## src/rtl/qadd_rr_sched_pkg.sv

```systemverilog
// Shared definitions for the round-robin adder scheduler.
//   - default word / fraction widths of the fixed-point format
//   - fixed-point constant ONE
//   - scheduler FSM state encoding
package qadd_rr_sched_pkg;

    localparam int N_DEF = 32;
    localparam int Q_DEF = 23;

    localparam logic [N_DEF-1:0] ONE = N_DEF'(1) << Q_DEF;

    typedef enum logic [1:0] {
        ST_IDLE  = 2'd0,
        ST_ISSUE = 2'd1,
        ST_WAIT  = 2'd2,
        ST_OUT   = 2'd3
    } state_e;

endpackage

```

## src/rtl/qadd.sv

```systemverilog
// Signed-magnitude fixed-point adder with a one-cycle registered result.
// Ports:
//   clk, rst        clock, synchronous active-high reset
//   a, b            operands (bit N-1 sign, N-2:0 magnitude)
//   i_start         launch an add with the current operands
//   add_res         registered sum, magnitude wraps mod 2^(N-1)
//   add_res_vld     one-cycle pulse, the cycle after i_start
// Equal magnitudes with opposite signs give +0.
module qadd #(
    parameter int N = 32,
    parameter int Q = 23
) (
    input  logic         clk,
    input  logic         rst,
    input  logic [N-1:0] a,
    input  logic [N-1:0] b,
    input  logic         i_start,
    output logic [N-1:0] add_res,
    output logic         add_res_vld
);

    logic [N-1:0] sum_d;
    logic [N-1:0] res_q;
    logic         vld_q;

    always_comb begin
        sum_d = '0;
        if (a[N-1] == b[N-1]) begin
            sum_d = {a[N-1], a[N-2:0] + b[N-2:0]};
        end else if (a[N-2:0] > b[N-2:0]) begin
            sum_d = {a[N-1], a[N-2:0] - b[N-2:0]};
        end else if (b[N-2:0] > a[N-2:0]) begin
            sum_d = {b[N-1], b[N-2:0] - a[N-2:0]};
        end
    end

    always_ff @(posedge clk) begin
        if (rst) begin
            res_q <= '0;
            vld_q <= 1'b0;
        end else begin
            vld_q <= i_start;
            if (i_start) begin
                res_q <= sum_d;
            end
        end
    end

    assign add_res     = res_q;
    assign add_res_vld = vld_q;

endmodule

```

## src/rtl/qadd_rr_sched_rr_pick.sv

```systemverilog
// Round-robin picker: first set request searching ptr+1, ptr+2, ... mod NREQ.
// Ports:
//   req_i     request vector
//   ptr_i     index of the most recent winner
//   winner_o  index of the chosen requester (0 when none)
//   found_o   at least one request is set
module qadd_rr_sched_rr_pick #(
    parameter int NREQ = 4,
    parameter int IDW  = $clog2(NREQ)
) (
    input  logic [NREQ-1:0] req_i,
    input  logic [IDW-1:0]  ptr_i,
    output logic [IDW-1:0]  winner_o,
    output logic            found_o
);

    logic [IDW-1:0] idx;

    always_comb begin
        winner_o = '0;
        found_o  = 1'b0;
        idx      = '0;
        for (int k = 1; k <= NREQ; k++) begin
            idx = IDW'((int'(ptr_i) + k) % NREQ);
            if (!found_o && req_i[idx]) begin
                found_o  = 1'b1;
                winner_o = idx;
            end
        end
    end

endmodule

```

## src/rtl/qadd_rr_sched.sv

```systemverilog
// Round-robin scheduler sharing one qadd between NREQ requesters.
// Ports:
//   clk, rst               clock, asynchronous active-low reset
//   req                    per-requester request, held until its gnt
//   addend_bus, adder_bus  operand A / B of requester i at [i*N +: N]
//   gnt                    registered one-hot grant pulse
//   res_data/id/ovf/vld    tagged result, held while res_vld && !res_rdy
//   res_rdy                consumer accepts the result
//   busy                   scheduler not idle
//
// state    | meaning
// ST_IDLE  | waiting for a request; grants and captures operands
// ST_ISSUE | i_start to the adder for exactly one cycle
// ST_WAIT  | waiting for add_res_vld, then loads the result
// ST_OUT   | res_vld high until res_rdy
module qadd_rr_sched
    import qadd_rr_sched_pkg::*;
#(
    parameter int N    = N_DEF,
    parameter int Q    = Q_DEF,
    parameter int NREQ = 4,
    parameter int IDW  = $clog2(NREQ)
) (
    input  logic              clk,
    input  logic              rst,
    input  logic [NREQ-1:0]   req,
    input  logic [NREQ*N-1:0] addend_bus,
    input  logic [NREQ*N-1:0] adder_bus,
    output logic [NREQ-1:0]   gnt,
    output logic [N-1:0]      res_data,
    output logic [IDW-1:0]    res_id,
    output logic              res_ovf,
    output logic              res_vld,
    input  logic              res_rdy,
    output logic              busy
);

    state_e          state_q, state_d;
    logic [IDW-1:0]  ptr_q, cur_id_q, winner;
    logic            found;
    logic [N-1:0]    a_q, b_q, a_win, b_win;
    logic            ovf_q, ovf_win;
    logic [NREQ-1:0] gnt_q;
    logic [N-1:0]    res_data_q;
    logic [IDW-1:0]  res_id_q;
    logic            res_ovf_q;
    logic            grant, load_res;
    logic [N-1:0]    add_res;
    logic            add_res_vld;

    qadd_rr_sched_rr_pick #(
        .NREQ (NREQ),
        .IDW  (IDW)
    ) u_pick (
        .req_i    (req),
        .ptr_i    (ptr_q),
        .winner_o (winner),
        .found_o  (found)
    );

    always_comb begin
        a_win = addend_bus[int'(winner)*N +: N];
        b_win = adder_bus[int'(winner)*N +: N];
    end

    // Magnitude carry: a + b >= 2^(N-1) exactly when a > ~b (N-1 bits).
    assign ovf_win = (a_win[N-1] == b_win[N-1]) && (a_win[N-2:0] > ~b_win[N-2:0]);

    always_comb begin
        state_d  = state_q;
        grant    = 1'b0;
        load_res = 1'b0;
        case (state_q)
            ST_IDLE: begin
                if (found) begin
                    grant   = 1'b1;
                    state_d = ST_ISSUE;
                end
            end
            ST_ISSUE: state_d = ST_WAIT;
            ST_WAIT: begin
                if (add_res_vld) begin
                    load_res = 1'b1;
                    state_d  = ST_OUT;
                end
            end
            ST_OUT: begin
                if (res_rdy) begin
                    state_d = ST_IDLE;
                end
            end
            default: state_d = ST_IDLE;
        endcase
    end

    always_ff @(posedge clk or negedge rst) begin
        if (!rst) begin
            state_q <= ST_IDLE;
        end else begin
            state_q <= state_d;
        end
    end

    always_ff @(posedge clk or negedge rst) begin
        if (!rst) begin
            ptr_q      <= IDW'(NREQ - 1);
            cur_id_q   <= '0;
            a_q        <= '0;
            b_q        <= '0;
            ovf_q      <= 1'b0;
            gnt_q      <= '0;
            res_data_q <= '0;
            res_id_q   <= '0;
            res_ovf_q  <= 1'b0;
        end else begin
            gnt_q <= grant ? (NREQ'(1) << winner) : '0;
            if (grant) begin
                ptr_q    <= winner;
                cur_id_q <= winner;
                a_q      <= a_win;
                b_q      <= b_win;
                ovf_q    <= ovf_win;
            end
            if (load_res) begin
                res_data_q <= add_res;
                res_id_q   <= cur_id_q;
                res_ovf_q  <= ovf_q;
            end
        end
    end

    qadd #(
        .N (N),
        .Q (Q)
    ) u_qadd (
        .clk         (clk),
        .rst         (~rst),
        .a           (a_q),
        .b           (b_q),
        .i_start     (state_q == ST_ISSUE),
        .add_res     (add_res),
        .add_res_vld (add_res_vld)
    );

    assign gnt      = gnt_q;
    assign res_data = res_data_q;
    assign res_id   = res_id_q;
    assign res_ovf  = res_ovf_q;
    assign res_vld  = (state_q == ST_OUT);
    assign busy     = (state_q != ST_IDLE);

endmodule

```

## config.mk

```make
export PLATFORM = sky130hd
export DESIGN_NAME = qadd_rr_sched
export DESIGN_NICKNAME = d
export VERILOG_FILES = /design/src/rtl/qadd_rr_sched_pkg.sv /design/src/rtl/qadd.sv /design/src/rtl/qadd_rr_sched_rr_pick.sv /design/src/rtl/qadd_rr_sched.sv
export SDC_FILE = /design/constraint.sdc
export NUM_CORES = 1
export LEC_CHECK = 0
export ABC_AREA = 0
export BUFFER_PORTS_ARGS = -buffer_cell sky130_fd_sc_hd__buf_2
export CAP_MARGIN = 30
export CORE_UTILIZATION = 55
export CTS_CLUSTER_SIZE = 25
export DETAILED_ROUTE_END_ITERATION = 6
export PLACE_DENSITY_LB_ADDON = 0.2
export SLEW_MARGIN = 40
export SYNTH_ARGS = -nofsm -noshare
export SYNTH_HDL_FRONTEND = slang
export SYNTH_SLANG_ARGS = --single-unit
```

## constraint.sdc

```tcl
create_clock -name clk -period 8.4 [get_ports clk]
set_input_delay 1.26 -clock clk [delete_from_list [all_inputs] [get_ports clk]]
set_output_delay 1.26 -clock clk [all_outputs]
set_load 0.005 [all_outputs]
```

== Word-level counts from Yosys, hierarchy flattened ==
Index checks and enable logic that the tools add are counted.
Operators by class
  add/sub/neg operators: 7
  order comparisons: 7
  equal/unequal tests: 8
  shifts and indexed selects: 3
  muxes and demuxes: 28
  bitwise operators: 1
  reduce and logical (&&, ||, !) cells: 10
Operator list (count)
  $shiftx A128 B8 Y32: 2
  $mux W32: 3
  $gt A31 B31 Y1: 3
  $sub A31 B31 Y31: 2
  $add A31 B31 Y31: 1
  $not A31 Y31: 1
  $mux W2: 7
  $lt A2 B3 Y1 const B: 4
  $mux W1: 12
  $bmux W1 S2: 4
  $pmux W2 S4: 1
  $add A2 B1 Y2 const B: 2
  $add A2 B2 Y2 const B: 2
  $eq A2 B2 Y1 const B: 2
  $logic_and A1 B1 Y1: 4
  $mux W4: 1
  $ne A2 B1 Y1 const B: 2
  $shl A1 B2 Y4 const A: 1
  $logic_not A1 Y1: 3
  $reduce_and A3 Y1: 1
  $eq A1 B1 Y1: 2
  $eq A2 B1 Y1 const B: 1
  $logic_not A2 Y1: 1
  $ne A2 B2 Y1 const B: 1
  $reduce_bool A2 Y1: 1
Word-level totals
  flip-flop bits (word level): 143
  bits of input ports: 263
  output and inout bits: 41
  logic and storage cells: 76

== Depth between registers and ports, before layout ==
  word-level depth: 17
  mapped depth: 19
  mapped depth without buffers: 17

== Cells and area by module ==
A second synthesis with hierarchy kept.
Second synthesis, totals
  cell total of the unflattened synthesis: 1416
  area total of the unflattened synthesis: 13280.2 um^2
Modules (own cells, without submodules)
  qadd: instances 1, cells an instance 984, area each 6865.3 um^2, seq. area each 660.6 um^2
  qadd_rr_sched: instances 1, cells an instance 418, area each 6323.6 um^2, seq. area each 2755.1 um^2
  qadd_rr_sched_rr_pick: instances 1, cells an instance 14, area each 91.3 um^2, seq. area each 0.0 um^2

== Worst setup path before layout ==
OpenSTA, ideal clock, no wires.
  path type: input to register
  start point: in req[3]
  end point: reg ovf_q
  setup time: 0.120 ns
  arrival: 4.318 ns
  setup slack: 3.962 ns
  stages: 17
  cell sequence: nor2b_1 o21a_1 nor3_1 clkbuf_1 clkbuf_1 a31oi_1 ha_1 a21o_1 a21oi_1 nor2b_1 o21ai_0 nand2b_1 a21oi_1 o211ai_1 o21ai_0 o211ai_1 a31o_2
On the way
  elaborated cells on any way between the ends: 30
  classes of those cells: 1 x order compare; 1 x eq/ne; 2 x shift; 18 x mux; 1 x bitwise; 7 x reduce/logical
RTL lines
  start: declaration: line qadd_rr_sched.sv:26  | input logic [NREQ-1:0] req,
  $bmux W1 S2: line qadd_rr_sched_rr_pick.sv:25  | if (!found_o && req_i[idx]) begin
  $mux W1 (not written as such): line qadd_rr_sched_rr_pick.sv:25
  $mux W1: line qadd_rr_sched_rr_pick.sv:25
  $logic_not A1 Y1: line qadd_rr_sched_rr_pick.sv:25
  $logic_and A1 B1 Y1: line qadd_rr_sched_rr_pick.sv:25
  $mux W1: line qadd_rr_sched_rr_pick.sv:25
  $logic_not A1 Y1: line qadd_rr_sched_rr_pick.sv:25
  $logic_and A1 B1 Y1: line qadd_rr_sched_rr_pick.sv:25
  $mux W1: line qadd_rr_sched_rr_pick.sv:25
  $logic_not A1 Y1: line qadd_rr_sched_rr_pick.sv:25
  $logic_and A1 B1 Y1: line qadd_rr_sched_rr_pick.sv:25
  $mux W2 *: line qadd_rr_sched_rr_pick.sv:25
  $shiftx A128 B8 Y32 *: line qadd_rr_sched.sv:62  | a_win = addend_bus[int'(winner)*N +: N];
  net a_win[8]: line qadd_rr_sched.sv:41  | logic [N-1:0] a_q, b_q, a_win, b_win;
  $gt A31 B31 Y1 *: line qadd_rr_sched.sv:67  | assign ovf_win = (a_win[N-1] == b_win[N-1]) && (a_win[N-2:0] > ~b_win[N-2:0]);
  $logic_and A1 B1 Y1 *: line qadd_rr_sched.sv:67
  end signal: assignment: line qadd_rr_sched.sv:122  | ovf_q <= ovf_win;
  end: declaration: line qadd_rr_sched.sv:42  | logic ovf_q, ovf_win;
The timed path passes the listed nets; every way through them passes the cells marked *. The select of a mux whose other input is x is not followed.
A chain may end at the register's enable or synchronous reset.

== Worst setup path after layout ==
  start point: in req[3]
  end point: reg ovf_q
On the way
  word-level cells in the longest chain between the ends: 16
  elaborated cells on any way between the ends: 30
  classes of those cells: 1 x order compare; 1 x eq/ne; 2 x shift; 18 x mux; 1 x bitwise; 7 x reduce/logical
Ends and longest elaborated chain
  $bmux W1 S2: line qadd_rr_sched_rr_pick.sv:25
  $mux W1 (not written as such): line qadd_rr_sched_rr_pick.sv:25
  $mux W1: line qadd_rr_sched_rr_pick.sv:25
  $logic_not A1 Y1: line qadd_rr_sched_rr_pick.sv:25
  $logic_and A1 B1 Y1: line qadd_rr_sched_rr_pick.sv:25
  $mux W1: line qadd_rr_sched_rr_pick.sv:25
  $logic_not A1 Y1: line qadd_rr_sched_rr_pick.sv:25
  $logic_and A1 B1 Y1: line qadd_rr_sched_rr_pick.sv:25
  $mux W1: line qadd_rr_sched_rr_pick.sv:25
  $logic_not A1 Y1: line qadd_rr_sched_rr_pick.sv:25
  $logic_and A1 B1 Y1: line qadd_rr_sched_rr_pick.sv:25
  $mux W2 *: line qadd_rr_sched_rr_pick.sv:25
  $shiftx A128 B8 Y32 *: line qadd_rr_sched.sv:63  | b_win = adder_bus[int'(winner)*N +: N];
  net b_win[8]: line qadd_rr_sched.sv:41
  $not A31 Y31 *: line qadd_rr_sched.sv:67
  $gt A31 B31 Y1 *: line qadd_rr_sched.sv:67
  $logic_and A1 B1 Y1 *: line qadd_rr_sched.sv:67
Marks and branches as above.

==> results.txt <==
clock root buffer: clkbuf_16
die area: 0.0250 mm^2
DR WL/cell: 19.7 um
nets: 2363
commonest cells after routing, fill and taps aside: 302 x buf_2, 278 x nand2_1, 145 x o21ai_0
commonest non-fill, non-tap cell in the layout: buf_2
Post-synth ARST share: 0.769
CP bufs+invs: 3
FF+latch count, synth: 143
starting density of the core: 0.565
cell taking the most area after synthesis: dfrtp_1
vias in the first global route: 12600
Reg2Reg Capture Point: ovf_q
DRT Wirelength: 45.3 mm
R2R Setup Slk: 3.87 ns
WHS: 0.454 ns
Worst Setup SP: req[3]
pin count of the biggest net entering global routing: 135
DRC violations left: 0
Synth Instances: 1741
Hold Path Class: flop to flop
layout cells sized above 1: 0.215
grt ovf: 0
post-DP HPWL: 35.9 mm
CTS tree: yes
number of flops mapped to enable cells by yosys: 0
Yosys warnings: 0
antenna viol nets, final: 0
slowest cell delay on critical path: 0.57 ns
cells on worst reg2reg path: 18
hold-fix buffer count after cts: 0
Clock transition at path regs: 0.06 ns
Hold Crit Depth: 2
Worst-Margin Slew: 0.745 ns
cell family with most CP delay: compound AO/OA/AOI/OAI gates
Area contributors post-synth: dfrtp_1 20%, ha_1 12%, nand2_1 7.8%, o21ai_0 5.5%, a21oi_1 5.3%
first-pass GRT wire length: 69.4 mm
post-synthesis sequential area ratio: 0.255
Placed Instances: 2270
clk_lat worst skew: 0.43 ns
max-capacitance violation count: 0
CP Data Arrival Time: 5.33 ns
# setup viols final: 0
Synth Area per Inst: 7.69 um^2
count of input and output buffers: 303
Slew Limit Fails: 0
final worst path period share: 0.598
Endpoint, Worst Hold: u_qadd.add_res[4]
Critical Path RT: 8.71 ns
Synthesized Nets: 2134
CP endpoint kind: flop
number of vias per cell: 6.09
main flop type after synthesis: dfrtp_1
area grow syn2layout: 16.4%
Chip Width: 158 um
beginning of the worst hold path: u_qadd.add_res[4]
worst setup path category: primary input to flop
Final min period: 5.02 ns
pre-CTS setup slack: 3.03 ns
drt pass-1 iters: 6
post-route setup TNS: 0 ns
Fmax: 0.199 GHz
antenna violations before repair: 2
Num CTS Buffers: 17
Final Skew: 0.0177 ns
total track usage: 0.362
IO Pins: 304
clk sink count: 143
cell area after synthesis: 0.0134 mm^2
crit start category: primary input
initial drt markers: 1665
Yosys top cell area share: 0.202
result of the run: completed
Final Hold Fails: 0
DR vias: 14000
Finished Layout Cells: 2303
Die Y-Extent: 158 um
H-tree Lvls: 4
library cells used by synthesis: 86
reg2reg start: ptr_q[0]
final setup margin: 3.38 ns
Post-CTS Setup Repair Bufs: 0
RD Place Congestion: 0.977
RSZ-0062 raised after global routing: no
floorplan row count: 56
Rel. slew slack: 0.498
largest fanout on the critical path: 62
CP max-delay cell: buf_4
fillers: 2117
Core Region: 0.0237 mm^2
post_cts resized: 0
CP Cell Sequence: buf_2, nor2b_1, nor2_1, a21oi_4, buf_4, buf_4, a211oi_1, a31oi_1, ha_1, a21o_1, a21oi_1, nor2b_1, o21ai_0, nand2b_1, a21oi_1, o211ai_1, o21ai_0, o211ai_1, a31o_2
CTS max path bufs: 2
## cells by family after synthesis
family	Yosys count	synth area share
compound gates	630	0.307
simple gates	554	0.193
buf+inv	212	0.0675
flops	143	0.255
fa+ha+maj	130	0.123
mux	37	0.0310
xor+xnor	35	0.0229
## per-stage QoR
step | util | instance area, um^2
6_report | 0.658 | 15600
3_5_place_dp | 0.631 | 14900
4_1_cts | 0.657 | 15600
2_1_floorplan | - | 13400
5_1_grt | 0.658 | 15600
3_3_place_gp | 0.631 | 14900
## tightest hold or removal path, stage by stage (launching register included)
cell and delay [ns]:
dfxtp_1 0.33, nand2_1 0.04, o21ai_0 0.05
## sequential cells by signal, summed over array words and instances, names as in the netlist
name,count
a_q,32
b_q,32
cur_id_q,2
gnt,4
ovf_q,1
ptr_q,2
res_data,32
res_id,2
res_ovf,1
state_q,2
u_qadd.add_res,32
u_qadd.add_res_vld,1
## worst max path at each step
stage	endpoint	slack [ns]	cells after the start
global placement	ovf_q	3.14	19
detailed placement	ovf_q	3.03	19
floorplan	ovf_q	3.96	17
global route	ovf_q	3.00	19
finish	ovf_q	3.38	19
CTS	ovf_q	3.46	19
## layout make-up
class | instances | area (um^2) | share of cell area
clock buffers | 21 | 450 | 0.0289
clock inverters | 10 | 164 | 0.0105
diodes | 2 | 5.00 | 0.000321
well taps | 319 | 399 | 0.0256
multi-input cells | 1386 | 9100 | 0.584
repair buffers | 319 | 1660 | 0.107
inverters | 103 | 387 | 0.0248
flip-flops and latches | 143 | 3420 | 0.219
## synthesized netlist by cell type, types with 8 or more instances
master and number:
o221ai_1 11, o21ai_1 10, o21ai_0 146, o31ai_1 9, nand3_1 20, buf_2 23, xnor2_1 28, o211ai_1 9
mux2_2 36, nand2b_1 16, buf_1 8, o21a_1 20, inv_1 99, a22o_1 10, nand2_1 278, dfrtp_1 108
a31oi_1 73, dfxtp_1 33, o21bai_1 16, a211oi_1 72, a21oi_1 142, clkbuf_1 65, and3_1 8, nor3_1 20
a221oi_1 9, a21o_1 30, nor2b_1 17, nor2_1 74, ha_1 127, a221o_1 12, or3_1 10, nand4_1 18
and2_1 69
## layer usage
metal,part of all wire,up-vias,GRT usage
met5,0,-,0
met4,0.021,0,0.104
met3,0.083,61,0.0454
met2,0.44,705,0.559
met1,0.45,6555,0.524
li1,-,6707,-
Power is not shown: default switching activity piles up to over one toggle a cycle in this logic, so the estimate is an artifact.
